$ cat src/rtl/rect_fill_draw.sv
// Filled-rectangle rasteriser feeding the VGA pixel-write port, one pixel per clock.
// Optional screen clipping is enabled with `define RECT_CLIP_EN.
module rect_fill_draw #(
  parameter int                   COORD_W   = 10,
  parameter int                   SIZE_W    = 10,
  parameter int                   COLOUR_W  = 3,
  parameter logic [COLOUR_W-1:0]  BG_COLOUR = '0,
  parameter int                   SCREEN_W  = 160,
  parameter int                   SCREEN_H  = 120
) (
  input  logic                clk,
  input  logic                resetn,
  input  logic                start,
  input  logic [COORD_W-1:0]  x_in,
  input  logic [COORD_W-1:0]  y_in,
  input  logic [SIZE_W-1:0]   w_in,
  input  logic [SIZE_W-1:0]   h_in,
  input  logic [COLOUR_W-1:0] colour_in,
  input  logic                erase,
  output logic                busy,
  output logic                done,
  output logic                writeEn,
  output logic [COORD_W-1:0]  x_out,
  output logic [COORD_W-1:0]  y_out,
  output logic [COLOUR_W-1:0] colour
);

`ifdef RECT_CLIP_EN
  localparam bit CLIP_EN = 1'b1;
`else
  localparam bit CLIP_EN = 1'b0;
`endif

  typedef enum logic [1:0] {IDLE, DRAW, DONE} state_t;

  state_t                state_q;
  logic [COORD_W-1:0]    x0_q, y0_q;
  logic [SIZE_W-1:0]     w_q, h_q, cx_q, cy_q;
  logic [COLOUR_W-1:0]   colour_q;
  logic                  busy_q, done_q, we_q;

  // Clipping compares the unwrapped sum so pixels past the right/bottom edge never alias back on screen.
  function automatic logic on_screen(input logic [COORD_W-1:0] xb, input logic [SIZE_W-1:0] dx,
                                     input logic [COORD_W-1:0] yb, input logic [SIZE_W-1:0] dy);
    logic [COORD_W:0] sx, sy;
    sx = {1'b0, xb} + (COORD_W+1)'(dx);
    sy = {1'b0, yb} + (COORD_W+1)'(dy);
    return !CLIP_EN || ((sx < (COORD_W+1)'(SCREEN_W)) && (sy < (COORD_W+1)'(SCREEN_H)));
  endfunction

  always_ff @(posedge clk or negedge resetn) begin
    if (!resetn) begin
      state_q  <= IDLE;
      x0_q     <= '0;
      y0_q     <= '0;
      w_q      <= '0;
      h_q      <= '0;
      cx_q     <= '0;
      cy_q     <= '0;
      colour_q <= '0;
      busy_q   <= 1'b0;
      done_q   <= 1'b0;
      we_q     <= 1'b0;
    end else begin
      case (state_q)
        IDLE: begin
          if (start) begin
            w_q    <= w_in;
            h_q    <= h_in;
            busy_q <= 1'b1;
            if (w_in == '0 || h_in == '0) begin
              state_q <= DONE;
              done_q  <= 1'b1;
            end else begin
              // Origin is only taken for real draws so x_out/y_out keep the last drawn pixel otherwise.
              state_q  <= DRAW;
              x0_q     <= x_in;
              y0_q     <= y_in;
              cx_q     <= '0;
              cy_q     <= '0;
              colour_q <= erase ? BG_COLOUR : colour_in;
              we_q     <= on_screen(x_in, '0, y_in, '0);
            end
          end
        end
        DRAW: begin
          if (cx_q == w_q - SIZE_W'(1)) begin
            if (cy_q == h_q - SIZE_W'(1)) begin
              // Counters hold on the final pixel so the coordinate outputs keep it.
              state_q <= DONE;
              we_q    <= 1'b0;
              done_q  <= 1'b1;
            end else begin
              cx_q <= '0;
              cy_q <= cy_q + SIZE_W'(1);
              we_q <= on_screen(x0_q, '0, y0_q, cy_q + SIZE_W'(1));
            end
          end else begin
            cx_q <= cx_q + SIZE_W'(1);
            we_q <= on_screen(x0_q, cx_q + SIZE_W'(1), y0_q, cy_q);
          end
        end
        DONE: begin
          state_q <= IDLE;
          done_q  <= 1'b0;
          busy_q  <= 1'b0;
        end
        default: state_q <= IDLE;
      endcase
    end
  end

  assign busy    = busy_q;
  assign done    = done_q;
  assign writeEn = we_q;
  assign colour  = colour_q;
  assign x_out   = x0_q + COORD_W'(cx_q);
  assign y_out   = y0_q + COORD_W'(cy_q);

endmodule

$ cat config.mk
export PLATFORM = sky130hd
export DESIGN_NAME = rect_fill_draw
export DESIGN_NICKNAME = d
export VERILOG_FILES = /design/src/rtl/rect_fill_draw.sv
export SDC_FILE = /design/constraint.sdc
export NUM_CORES = 1
export LEC_CHECK = 0
export CAP_MARGIN = 20
export CELL_PAD_IN_SITES_DETAIL_PLACEMENT = 0
export CELL_PAD_IN_SITES_GLOBAL_PLACEMENT = 1
export CORE_UTILIZATION = 38
export CTS_BUF_LIST = sky130_fd_sc_hd__clkbuf_8
export DETAILED_ROUTE_END_ITERATION = 12
export DONT_BUFFER_PORTS = 1
export PLACE_DENSITY_LB_ADDON = 0.1
export SKIP_CTS_REPAIR_TIMING = 1
export SYNTH_ARGS = -nofsm -noshare
export SYNTH_HDL_FRONTEND = slang
export SYNTH_SLANG_ARGS = --single-unit
$ cat constraint.sdc
create_clock -name clk -period 6.25 [get_ports clk]
set_input_delay 1.25 -clock clk [delete_from_list [all_inputs] [get_ports clk]]
set_output_delay 1.25 -clock clk [all_outputs]
set_load 0.005 [all_outputs]
==> results of run 1 <==
==> path summary, 6_finish.rpt <==
kind	startpoint	slack (ns)	endpoint	depth (start not counted)
min in group asynchronous	resetn	0.57	x0_q[1]	0
min	x0_q[0]	0.49	x0_q[0]	2
max in group asynchronous	resetn	5.51	cy_q[2]	0
min reg2reg	x0_q[0]	0.49	x0_q[0]	2
max reg2reg	w_q[0]	2.95	cy_q[8]	10
max	cx_q[1]	2.37	x_out[9]	9
==> registers in the layout, indices dropped and copies added, names as in the netlist <==
name / count
cx_q: 10
cy_q: 10
h_q: 10
w_q: 10
x0_q: 10
y0_q: 10
colour: 3
state_q: 2
busy: 1
done: 1
writeEn: 1
==> report_power, final <==
group	internal, W	switching, W
Sequential	0.000440	0
Clock	0.000263	0.000184
Combinational	0.00000154	0.000000757
Total	0.000704	0.000185
==> cells in the final DEF (no fill, tap or decap), types with 6 or more instances in the layout <==
cell type,netlist,layout
nand2b_1,7,7
ha_1,25,25
nor2_1,26,26
nand3_1,16,16
or3_1,12,12
xor2_1,14,14
inv_1,30,30
dfrtp_1,68,68
xnor2_1,27,27
a31oi_1,6,6
nor2b_1,6,6
a21o_1,8,8
clkbuf_8,0,9
mux2_2,21,21
a21oi_1,25,25
o21ai_0,23,23
nand2_1,82,82
o21ai_1,7,7
nor3_1,8,8
nand4_1,7,7
==> worst min-delay path, delay by kind of cell (launching register included) <==
family        cells  cell delay (ns)
flops             1             0.35
simple gates      2             0.11
==> stage by stage <==
| step | util, % | worst slack [ns] | instance area (um2) |
|---|---|---|---|
| after floorplan | - | 3.02 | 4400 |
| after global placement | 40.8 | 2.64 | 4520 |
| after detailed placement | 40.8 | 2.59 | 4520 |
| after CTS | 43.0 | 2.32 | 4760 |
| after global routing | 43.0 | 2.07 | 4760 |
| final | 43.0 | 2.37 | 4760 |
==> logic make-up after synthesis <==
logic type | share of synthesized area, %
buffers and inverters | 3.98
AOI/OAI and AO/OA | 14.6
DFF | 38.7
and+or+nand+nor | 20.6
muxes | 6.05
adders and majority gates | 8.02
xor gates and xnor gates | 8.16
==> routing by layer <==
layer  vias to the layer above  track usage, %  share of wire (%)
li1                       1701               -                  -
met1                      1585            22.3                 44
met2                        60            31.7                 50
met3                        15            4.80                4.5
met4                         0            6.67                1.9
met5                         -               0                  0
==> final cells by class <==
cell class	instances	area, um2
clock buffers	9	124
clock inverters	7	115
fillers	1135	6320
inverters	30	113
multi-input cells	376	2520
flip-flops and latches	68	1700
well taps	140	175
repair buffers	1	7.51
==> impl_metrics.ini, run 1 <==
[synthesis]
ys.flop_type = dfrtp_1
async_flop_share_pct = 100
syn_area_per_cell_um2 = 9.06
synth_cells = 486
syn_area_um2 = 4400
synth_top_area_share_pct = 38.7
synth_area_leaders = dfrtp_1 (39%), ha_1 (7.1%), nand2_1 (7.0%)
ys_seq_area_share_pct = 38.7
synth_edf_count = 0
netlist_top_cells_count = nand2_1 (82), dfrtp_1 (68), inv_1 (30)
synth_most_common_cell = nand2_1
synthDistinctLibCells = 54
synthesis.nets = 560
synth_top_cell_by_area = dfrtp_1
ys_warn_count = 0
synth_seq_cells = 68

[floorplanning]
std_cell_rows = 38
die_area_um2 = 12000
dieHeight_um = 110
io_pins = 73
die_width_um = 110
core_um2 = 11100
initial_core_util_pct = 39.7

[final_layout]
nets = 560
fin_cells = 631
drive_above_1_share_pct = 10.2
num_antenna_cells = 0
area_growth_pct = 8.16

[sta]
setup-tns-final_ns = 0
hold_slack_ns = 0.489
slew_violations = 0
setup_viol = 0
final_hold_viol_count = 0
fin_crit_ns = 3.88
fmax_mhz = 258
worstMarginPinSlew_ns = 0.882
slew_headroom_pct = 41.1
timing.final.crit_share_pct = 62.0
skew_ns = 0.00864
rsz0062_at_grt = false

[clocking]
clkLatencyLatePin_ns = 0.36
clk_pin_slew_ns = 0.08
cts.htree.levels = 3
ctsRootBufferMaster = clkbuf_8
cts_num_sinks = 68
cts_buffers = 9
cts_tree = built
ctsLongestPathBuffers = 2

[power_and_ir_drop]
power_w = 0.000889
power_density_nw_per_um2 = 187
power_leakage_nw = 2.31
vdd_ir_drop_max_mv = 0.140

[global_route]
grt_pass1_vias = 3330
grt_pass1_wl_um = 16700
grtUsageTotal_pct = 18.5
antenna_found_initial = 0
grt-ovfl-total = 0
grt_max_degree = 69

[placed_design]
placedCellCount = 615
dp_hpwl_um = 7590
io_buffers = 0
gp_congestion = 0.787

[drt]
firstDrtPassIters = 4
drc = 0
ant_nets = 0
drt-wirelength-per-cell_um = 16.2
avgViaCountPerCell = 5.33
dr.first_iter.drc_count = 149
drt_wl_total_um = 10200
routed-via-count = 3361

[setup_path]
cp.required_ns = 5.00
endpoint_kind = output port
crit_path_cell_trace = ha_1 > a21o_1 > a21oi_1 > o21ai_0 > a21oi_1 > o21ai_0 > a21o_1 > a21oi_1 > xnor2_1
crit_arrival_ns = 2.63
crit_buf_inv = 0
crit_top_cell = a21oi_1
criticalPathCategory = reg -> out
critPathMaxFanout = 7
critPathMaxStageDelay_ns = 0.48
start_kind = flip-flop
cpMaxStageDelayCell = dfrtp_1
crit_family = compound AO/OA/AOI/OAI gates

[worst_hold_path]
min_path_type = reg -> reg

[run]
maxCapViolCount = 0

[outcome]
outcome = finished clean
Power figures use the tool's default switching activity.
==> run 2, diff against run 1 <==
Clock period 6.25 ns to 3.8 ns, I/O delays scaled along.
==> run 2 against run 1 <==
  * Core utilization is 0.50 points lower
  * Power up 42%
  * Worst setup slack worse by 2.0 ns
  * Worst hold slack lost 0.39 ns
  * Highest routed layer unchanged
  * Critical endpoint is now y_out[9]
==> impl_metrics.ini, run 2 (synthesis results as in run 1) <==
[final_layout]
final_cell_mix = nand2_1 (82), dfrtp_1 (68), inv_1 (32)
final_common_cell = nand2_1
area_growth_pct = 6.91
nets = 562
final_util_pct = 42.5
drive_above_1_share_pct = 9.96
num_antenna_cells = 0
fin_cells = 632
nFillCells = 1094
final_area_um2 = 4710

[sta]
worstMarginPinSlew_ns = 0.889
timing.final.crit_share_pct = 89.0
slew_headroom_pct = 40.6
fin_crit_ns = 3.38
setup-tns-final_ns = 0
skew_ns = 0.00956
fmax_mhz = 296
rsz0062_at_grt = false
setup_slack_ns = 0.418
slew_violations = 0
final_hold_viol_count = 0
setup_viol = 0

[setup_path]
endpoint_kind = output port
crit_path_cell_trace = ha_1 > a21o_1 > a21oi_1 > o21ai_0 > a21oi_1 > o21ai_0 > a21o_1 > a21oi_1 > xnor2_1
rr_worst_depth = 10
crit_arrival_ns = 2.62
cp.required_ns = 3.04
start_kind = flip-flop
critPathMaxFanout = 7
critPathMaxStageDelay_ns = 0.47
criticalPathCategory = reg -> out
crit_top_cell = a21oi_1
cpMaxStageDelayCell = dfrtp_1

[power_and_ir_drop]
p_sw_w = 0.000276
netSwitchingFraction_pct = 21.8
comb_power_share_pct = 0.3
vdd_ir_drop_max_mv = 0.232
clockPowerShare_pct = 42.5
p_int_w = 0.000988
power_density_nw_per_um2 = 269
p_seq_share_pct = 57.2
power_leakage_nw = 2.30

[clocking]
cts_buffers = 9
cts_num_sinks = 68
ctsRootBufferMaster = clkbuf_8
cts.htree.levels = 3
cts_tree = built
ctsLongestPathBuffers = 2
clkLatencyLatePin_ns = 0.35
clk_pin_slew_ns = 0.07

[global_route]
grt-ovfl-total = 0
grtUsageTotal_pct = 18.0
grt_max_degree = 69
antenna_found_initial = 0
grt_pass1_vias = 3363
grt_pass1_wl_um = 16400

[drt]
dr.first_iter.drc_count = 145
ant_nets = 0
avgViaCountPerCell = 5.33
routed-via-count = 3369
firstDrtPassIters = 6
drt-wirelength-per-cell_um = 15.6
drt_wl_total_um = 9890
drc = 0

[placed_design]
pre_cts_slack_ns = 0.553
dp_hpwl_um = 7390
gp_congestion = 0.766
placed_area_um2 = 4540
io_buffers = 0
placedCellCount = 617

[floorplanning]
die_area_um2 = 12000
die_width_um = 110
dieHeight_um = 110
std_cell_rows = 38
core_um2 = 11100
initial_core_util_pct = 39.7
io_pins = 73

[worst_hold_path]
min_path_type = in -> async

[outcome]
outcome = finished clean

[run]
maxCapViolCount = 0
-- run 2: cell count changes in the layout (fill, tap and decap cells not counted) --
cell / before / now
bufinv_16: 3 / 0
buf_4: 1 / 3
clkbuf_8: 9 / 11
clkinvlp_4: 2 / 0
inv_1: 30 / 32
-- run 2: per-layer routing --
| metal | global-route usage (%) | share of wire, % | vias up |
|---|---|---|---|
| li1 | - | - | 1706 |
| met1 | 21.6 | 44 | 1603 |
| met2 | 32.0 | 51 | 50 |
| met3 | 3.79 | 3.2 | 10 |
| met4 | 6.00 | 1.6 | 0 |
| met5 | 0 | 0 | - |
-- run 2: worst paths after layout --
check	start	to	slack (ns)
setup reg to reg	w_q[0]	cx_q[6]	0.54
hold / removal	resetn	x0_q[2]	0.1
min in group clk	y0_q[2]	y0_q[2]	0.49
setup / recovery	cy_q[1]	y_out[9]	0.42
max in group asynchronous	resetn	h_q[0]	3.56
hold reg to reg	y0_q[2]	y0_q[2]	0.49
-- run 2: critical path, delay by kind of cell (launching register included) --
| family | cells | cell delay, ns |
|---|---|---|
| adder cells (fa/ha/maj) | 1 | 0.31 |
| flip-flops | 1 | 0.47 |
| XOR/XNOR | 1 | 0.17 |
| AO/OA/AOI/OAI | 7 | 1.33 |
-- run 2: cell type report --
cell class / count / area, um2 / share of cell area (%)
Multi-Input combinational cell: 376 / 2520 / 53.7
Sequential cell: 68 / 1700 / 36.2
Inverter: 30 / 113 / 2.39
Tap cell: 140 / 175 / 3.72
Clock buffer: 11 / 151 / 3.22
Timing Repair Buffer: 3 / 22.5 / 0.479
Clock inverter: 4 / 17.5 / 0.372
-- run 2: through the flow --
step | hold WS [ns] | power (W)
2_1_floorplan | 0.452 | 0.000741
4_1_cts | 0.0742 | 0.00129
3_3_place_gp | 0.466 | 0.000741
5_1_grt | 0.0702 | 0.00132
3_5_place_dp | 0.467 | 0.000741
6_report | 0.0976 | 0.00126
-- run 2: power groups by stage --
stage / clock network [W] / logic [W] / registers [W]
floorplan: 0 / 0.00000319 / 0.000738
global placement: 0 / 0.00000374 / 0.000737
detailed placement: 0 / 0.00000379 / 0.000737
CTS: 0.000565 / 0.00000379 / 0.000723
global route: 0.000589 / 0.00000416 / 0.000723
finish: 0.000537 / 0.00000372 / 0.000723
==> run 3, diff against run 2 <==
Settings changed: CORE_UTILIZATION 38 to 50, GPL_TIMING_DRIVEN from default to 0.
==> run 3 against run 2 <==
  * Clock skew down 0.0043 ns
  * Sequential power is essentially flat
  * Count of clock-buffer cells in the layout decreased by 1
  * Design area rose by 1.1%
  * Core utilization increased by 14 points
  * First-iteration DRC count is 42% higher
  * Critical path depth increased by 2
  * Register-to-register slack is essentially flat
  * Final cell count shrank 4.0%
  * Via count increased by 0.33%
  * Largest power group unchanged
  * Highest routed layer unchanged
==> impl_metrics.ini, run 3 (synthesis results as in run 1) <==
[outcome]
outcome = finished clean

[placed_design]
io_buffers = 0
placed_area_um2 = 4530
placedCellCount = 591
dp_hpwl_um = 7080
gp_congestion = 0.834

[setup_path]
crit_arrival_ns = 2.62
crit_top_cell = o21ai_0
cp.required_ns = 3.04
endpoint_kind = output port
cpMaxStageDelayCell = dfrtp_1
crit_path_cell_trace = ha_1 > inv_1 > fa_1 > nor2b_1 > o21ai_0 > a21boi_0 > o21a_1 > o21ai_0 > nand2b_1 > a21oi_1 > xnor2_1
criticalPathCategory = reg -> out
critPathMaxFanout = 7
path_depth = 11
crit_buf_inv = 1
r2r_slack_ns = 0.54
crit_family = compound AO/OA/AOI/OAI gates
timing.rr.end = cx_q[8]
rr_worst_depth = 11
critPathMaxStageDelay_ns = 0.48
r2r_start = h_q[0]
start_kind = flip-flop

[power_and_ir_drop]
vdd_ir_drop_max_mv = 0.199
power_density_nw_per_um2 = 295
power_w = 0.00141
power_leakage_nw = 2.32

[clocking]
clk_pin_slew_ns = 0.08
ctsLongestPathBuffers = 2
cts_buffers = 9
cts_num_sinks = 68
ctsRootBufferMaster = clkbuf_8
clkLatencyLatePin_ns = 0.34
cts_tree = built
cts.htree.levels = 3

[drt]
drc = 0
drt-wirelength-per-cell_um = 15.5
routed-via-count = 3380
drt_wl_total_um = 9390
avgViaCountPerCell = 5.57
ant_nets = 0
dr.first_iter.drc_count = 206
firstDrtPassIters = 4

[floorplanning]
die_width_um = 95.8
std_cell_rows = 33
die_area_um2 = 9180
initial_core_util_pct = 52.5
io_pins = 73
core_um2 = 8380
dieHeight_um = 95.8

[final_layout]
register_area_um2 = 1700
fin_cells = 607
final_cell_mix = nand2_1 (82), dfrtp_1 (68), inv_1 (30)
nFillCells = 769
multiInputGateArea_um2 = 2520
area_growth_pct = 8.10
nets = 571
final_area_um2 = 4760
final_common_cell = nand2_1
drive_above_1_share_pct = 10.6
num_antenna_cells = 0

[sta]
final_hold_viol_count = 0
fin_crit_ns = 3.38
timing.final.crit_share_pct = 89.0
setup_viol = 0
slew_violations = 0
skew_ns = 0.00529
fmax_mhz = 296
setup-tns-final_ns = 0
worstMarginPinSlew_ns = 0.562
rsz0062_at_grt = false
hold_slack_ns = 0.106
slew_headroom_pct = 62.5

[global_route]
grt_pass1_vias = 3267
grt_pass1_wl_um = 15300
grt_max_degree = 69
grtUsageTotal_pct = 21.9
antenna_found_initial = 0
grt-ovfl-total = 0

[run]
maxCapViolCount = 0

[worst_hold_path]
min_path_type = in -> async
[run 3: cell count changes in the layout (fill, tap and decap cells not counted), sizes merged]
cell	previous run	this run
bufinv	0	2
clkinv	2	1
buf	3	4
clkbuf	11	18
inv	32	30
clkinvlp	0	3
[run 3: area by class of cell]
type                            count  share of cell area [%]
Buffer                             12                    1.31
Clock inverter                      6                    1.84
Sequential cell                    68                    35.8
Inverter                           30                    2.37
Tap cell                          105                    2.76
Multi-Input combinational cell    376                    53.1
Clock buffer                       10                    2.89
[run 3: metal layers]
metal	global-route usage [%]	share of wire [%]	vias up
met5	0	0	-
met4	6.59	0.96	0
met3	4.34	3.2	8
met2	38.3	51	48
met1	27.2	45	1603
li1	-	-	1721
[run 3: worst max path at each step]
stage                       start       end  slack (ns)
after floorplan            w_q[0]   cy_q[8]        0.94
after detailed placement   w_q[0]   cx_q[8]        0.56
final                     cy_q[0]  y_out[8]        0.42
after CTS                 cy_q[0]  y_out[8]        0.39
after global placement     w_q[0]   cx_q[7]        0.62
after global routing      cx_q[0]  x_out[8]        0.18
[run 3: stage by stage]
stage	setup WS, ns	utilization (%)
6_report	0.419	56.8
2_1_floorplan	0.935	-
5_1_grt	0.184	56.8
3_5_place_dp	0.565	54.1
3_3_place_gp	0.623	54.1
4_1_cts	0.388	56.8
[run 3: report_power, final]
part | leakage [nW] | switching (W) | internal [W]
Sequential | 0.899 | 0 | 0.000723
Combinational | 1.32 | 0.000000948 | 0.00000253
Clock | 0.105 | 0.000293 | 0.000386
Total | 2.32 | 0.000294 | 0.00111
[run 3: worst register-to-register path: stages (launching register included)]
cell	delay, ns
dfrtp_1	0.44
inv_1	0.08
ha_1	0.26
or4b_4	0.53
nor3_2	0.19
o2111ai_1	0.17
a2111oi_4	0.41
nand3_1	0.22
o31ai_4	0.46
buf_6	0.21
o21ai_1	0.08
a21oi_1	0.14
